`src/rtl/simple_fpga_cvs_pkg.sv`:
```
// rtl/simple_fpga_cvs_pkg.sv - shared defaults and helpers for the debounced input block
package simple_fpga_cvs_pkg;

   localparam int unsigned DEF_CHANNELS     = 5;
   localparam int unsigned DEF_CLK_HZ       = 300_000_000;
   localparam int unsigned DEF_TICK_HZ      = 1000;
   localparam int unsigned DEF_STABLE_TICKS = 8;

   // Clock cycles per debounce sample tick.
   function automatic int unsigned prescale_div(input int unsigned clk_hz, input int unsigned tick_hz);
      return clk_hz / tick_hz;
   endfunction

endpackage

```
`src/rtl/debounce_channel.sv`:
```
// rtl/debounce_channel.sv - one debounced input: synchronizer, stability counter, edge pulses, toggle
module debounce_channel
   import simple_fpga_cvs_pkg::*;
#(
   parameter int unsigned STABLE_TICKS = DEF_STABLE_TICKS
) (
   input  logic clk,
   input  logic rst_n,
   input  logic tick_i,
   input  logic in_i,
   output logic db_o,
   output logic rise_o,
   output logic fall_o,
   output logic toggle_o
);

   localparam int unsigned   CW       = $clog2(STABLE_TICKS + 1);
   localparam logic [CW-1:0] CNT_LAST = CW'(STABLE_TICKS - 1);

   logic          meta_q;
   logic          sync_q;
   logic [CW-1:0] cnt_q;
   logic [CW-1:0] cnt_d;
   logic          db_q;
   logic          db_d;
   logic          rise_q;
   logic          fall_q;
   logic          tog_q;

   // Any sample that agrees with the accepted level throws away progress.
   always_comb begin
      cnt_d = cnt_q;
      db_d  = db_q;
      if (sync_q == db_q) begin
         cnt_d = '0;
      end else if (tick_i) begin
         if (cnt_q == CNT_LAST) begin
            db_d  = sync_q;
            cnt_d = '0;
         end else begin
            cnt_d = cnt_q + 1'b1;
         end
      end
   end

   always_ff @(posedge clk or negedge rst_n) begin
      if (!rst_n) begin
         meta_q <= 1'b0;
         sync_q <= 1'b0;
         cnt_q  <= '0;
         db_q   <= 1'b0;
         rise_q <= 1'b0;
         fall_q <= 1'b0;
         tog_q  <= 1'b0;
      end else begin
         meta_q <= in_i;
         sync_q <= meta_q;
         cnt_q  <= cnt_d;
         db_q   <= db_d;
         rise_q <= db_d & ~db_q;
         fall_q <= ~db_d & db_q;
         tog_q  <= tog_q ^ (db_d & ~db_q);
      end
   end

   assign db_o     = db_q;
   assign rise_o   = rise_q;
   assign fall_o   = fall_q;
   assign toggle_o = tog_q;

endmodule

```
`src/rtl/debounced_inputs.sv`:
```
// rtl/debounced_inputs.sv - bank of debounced switch inputs sharing one sample-tick prescaler
module debounced_inputs
   import simple_fpga_cvs_pkg::*;
#(
   parameter int unsigned CHANNELS     = DEF_CHANNELS,
   parameter int unsigned CLK_HZ       = DEF_CLK_HZ,
   parameter int unsigned TICK_HZ      = DEF_TICK_HZ,
   parameter int unsigned STABLE_TICKS = DEF_STABLE_TICKS
) (
   input  logic                clk,
   input  logic                rst_n,
   input  logic [CHANNELS-1:0] in,
   output logic [CHANNELS-1:0] in_db,
   output logic [CHANNELS-1:0] rise,
   output logic [CHANNELS-1:0] fall,
   output logic [CHANNELS-1:0] toggle_q,
   output logic                any_change
);

   localparam int unsigned DIV = prescale_div(CLK_HZ, TICK_HZ);
   localparam int unsigned PW  = (DIV > 2) ? $clog2(DIV) : 1;

   generate
      if (DIV < 2 || STABLE_TICKS < 1 || CHANNELS < 1 || CHANNELS > 32) begin : g_bad_params
         $error("debounced_inputs: need CLK_HZ/TICK_HZ >= 2, STABLE_TICKS >= 1, CHANNELS in 1..32");
      end
   endgenerate

   logic [PW-1:0] pre_q;
   logic [PW-1:0] pre_d;
   logic          tick;

   assign tick  = (pre_q == PW'(DIV - 1));
   assign pre_d = tick ? '0 : pre_q + 1'b1;

   always_ff @(posedge clk or negedge rst_n) begin
      if (!rst_n) begin
         pre_q <= '0;
      end else begin
         pre_q <= pre_d;
      end
   end

   for (genvar g = 0; g < CHANNELS; g++) begin : g_ch
      debounce_channel #(
         .STABLE_TICKS(STABLE_TICKS)
      ) u_ch (
         .clk     (clk),
         .rst_n   (rst_n),
         .tick_i  (tick),
         .in_i    (in[g]),
         .db_o    (in_db[g]),
         .rise_o  (rise[g]),
         .fall_o  (fall[g]),
         .toggle_o(toggle_q[g])
      );
   end

   assign any_change = |(rise | fall);

endmodule

```
`config.mk`:
```
export PLATFORM = sky130hd
export DESIGN_NAME = debounced_inputs
export DESIGN_NICKNAME = d
export VERILOG_FILES = /design/src/rtl/simple_fpga_cvs_pkg.sv /design/src/rtl/debounce_channel.sv /design/src/rtl/debounced_inputs.sv
export SDC_FILE = /design/constraint.sdc
export NUM_CORES = 1
export LEC_CHECK = 0
export CAP_MARGIN = 20
export CORE_MARGIN = 2
export CORE_UTILIZATION = 31
export CTS_CLUSTER_SIZE = 30
export DETAILED_ROUTE_END_ITERATION = 10
export GPL_ROUTABILITY_DRIVEN = 0
export PLACE_DENSITY_LB_ADDON = 0.1
export SETUP_SLACK_MARGIN = 0.05
export SYNTH_ARGS = -nofsm -noshare
export SYNTH_HDL_FRONTEND = slang
export SYNTH_HIERARCHICAL = 1
export SYNTH_SLANG_ARGS = --single-unit
export TNS_END_PERCENT = 20
```
`constraint.sdc`:
```
create_clock -name clk -period 2.2 [get_ports clk]
set_clock_uncertainty 0.1 [all_clocks]
set_input_delay 0.44 -clock clk [delete_from_list [all_inputs] [get_ports clk]]
set_output_delay 0.44 -clock clk [all_outputs]
set_load 0.01 [all_outputs]
```
==> run metrics <==
IO Port Bufs 27; most frequent cell after synthesis dfrtp_1; layout cells sized above 1 0.201; initial antenna violation count 0; DRC 0; global route overflow 0; P_leak ~1.9 nW; # nets final approximately 310; RSZ-0062 raised after global routing yes; biggest area consumer among synthesized cells dfrtp_1; syn avg cell area between 10 and 15 µm²; Clk Latency, worst-skew pair around 0.34 ns; Vias per Instance between 4 and 5; number of enable flip-flop cells after synthesis 0; Final Setup Violations 1; Pwr Total roughly 2.7 mW; Slew HR 0.727; max-cap viol count 0; asr flop ratio synth 1.00; Slew Limit Fails 0; Die Width approximately 100 µm; Inserted Clock Buffers 9; Synth Flop Type dfrtp_1; worst-case hold slack 0.253 ns; final hold violations 0; Antenna Nets Post-Route 0; worst-path fanout max 4; PwrDens 693 nW/µm²; global-route wire length before repair 9.23 mm; CTS root buf clkbuf_8; area grow syn2layout 32.0%; Cell Area, Synth 2970 µm²; period utilisation layout 1.00; total wire length approximately 5.6 mm; DR pass1 iterations 4; clk buf depth 2; total number of vias ~2.0k; warnings from Yosys 6; Starting Density 0.320; DR WL/cell between 10 and 15 µm; FMAX between 0.4 and 0.5 GHz; top cells by count, synth 69 x dfrtp_1, 21 x nor2_1, 20 x nand2_1; GRT Resource Usage Total 0.117; htree depth 3; r2r setup slk -0.001 ns; Yosys cell types 34; die height between 100 and 150 µm; Syn Nets ~250; Worst VDD drop roughly 0.34 mV; post-layout min period ~2.2 ns; crit path launch type flop; Crit. End Element flop; post-synthesis sequential area ratio 0.582; WS Path Type reg2reg; CP arrival roughly 2.4 ns; core area slightly above 9000 µm²; Slew @ Worst Pin roughly 0.41 ns; antenna cells 0; largest cells by area after synthesis dfrtp_1 58%, xor2_1 5.0%, xnor2_1 4.1%; DR iter-0 viols 47; vias in the first global route about 1.9k; Yosys reg bits 69; Synth top area share 0.582; min-delay worst type reg2reg; num rows 35; hpwl dp 3.72 mm; full die area ~10000 µm²; Mapped Cells between 200 and 250; status complete, but fails checks; # IOs 28; CTS clk-pin slew, worst paths 0.08 ns; Post-Place Worst Slack approximately 0.0085 ns; setup slack after layout -0.00127 ns; clock sink count 69; failing checks negative setup slack; largest net degree at the start of global routing 38; Crit path required time between 2 and 2.5 ns; CTS tree built
## final cells by class
| class | instances | area, µm² |
|---|---|---|
| clock buffer | 9 | 124 |
| clock inverter | 7 | 146 |
| fill | 895 | 5370 |
| multi-input combinational | 170 | 1320 |
| sequential | 69 | 1730 |
| tap | 129 | 161 |
| timing repair buffer | 44 | 437 |
## logic make-up (layout without fill, tap and decap cells)
family,after synthesis,in the layout,share of synthesized area
muxes,10,10,0.0358
buffers and inverters,2,60,0.00548
DFF,69,69,0.582
adders and majority gates,6,6,0.0253
and+or+nand+nor,106,106,0.228
AOI/OAI and AO/OA,17,17,0.0324
xor gates and xnor gates,31,31,0.0914
## per-layer routing
metal  share of wire  global-route usage
met5               0                   0
met4           0.016              0.0554
met3           0.030              0.0376
met2            0.48               0.186
met1            0.47               0.146
## what timing repair did
item                       4_1_cts  5_1_grt
pin swaps                        4       11
hold buffers                     1        0
cloned                           0        1
setup buffers                    0        3
setup endpoints to repair        9       14
hold endpoints to repair        15        0
resized for setup                4       11
## worst paths after layout
kind,startpoint,to,cells past startpoint
setup / recovery,pre_q[11],g_ch[1].u_ch/cnt_q[3],7
hold / removal,g_ch[1].u_ch/meta_q,g_ch[1].u_ch/sync_q,0
setup reg to reg,pre_q[11],g_ch[1].u_ch/cnt_q[3],7
hold reg to reg,g_ch[1].u_ch/meta_q,g_ch[1].u_ch/sync_q,0
max in group asynchronous,rst_n,g_ch[3].u_ch/db_o,4
min in group asynchronous,rst_n,g_ch[4].u_ch/fall_o,2
## metrics by stage
| step | TNS (ns) | util | std cells | instance area, µm² |
|---|---|---|---|---|
| after detailed placement | 0 | 0.378 | 408 | 3510 |
| after CTS | 0 | 0.410 | 425 | 3800 |
| after floorplan | 0 | - | 241 | 2970 |
| final | -0.00127 | 0.422 | 428 | 3920 |
| after global routing | -0.500 | 0.422 | 428 | 3920 |
| after global placement | 0 | 0.378 | 408 | 3510 |
## where the power goes
part	internal, mW	switching (mW)	total [mW]	leakage [nW]
combinational	0.0214	0.0327	0.0541	0.828
clock	0.875	0.502	1.38	0.134
sequential	1.28	0.00695	1.28	0.927
## placed cells by master, fill, tap and decap left out, drive strengths merged, types with 5 or more instances in the layout
cell / instances
clkdlybuf4s50: 25
nand4b: 6
buf: 16
nor2b: 6
nand4: 11
xor2: 17
mux2i: 5
or3: 5
nor3b: 10
o21ai: 5
a21oi: 10
nand2b: 5
nand2: 20
nor4: 5
nand3: 6
xnor2: 14
ha: 6
nor2: 22
mux2: 5
clkbuf: 10
dfrtp: 69
## flip-flops by register name, summed over array words and instances, names as in the netlist
name                flops
g_ch.u_ch/meta_q        5
g_ch.u_ch/toggle_o      5
pre_q                  19
g_ch.u_ch/db_o          5
g_ch.u_ch/rise_o        5
g_ch.u_ch/cnt_q        20
g_ch.u_ch/sync_q        5
g_ch.u_ch/fall_o        5
## worst max-delay path, stage by stage (launching register included)
cell and delay, ns:
dfrtp_1 0.41, nor4bb_1 0.28, nand4b_1 0.20, nor3_4 0.30
buf_4 0.19, nand4_1 0.11, or3_1 0.39, a21oi_2 0.14
Note: power is estimated with default switching activity, not from simulation.
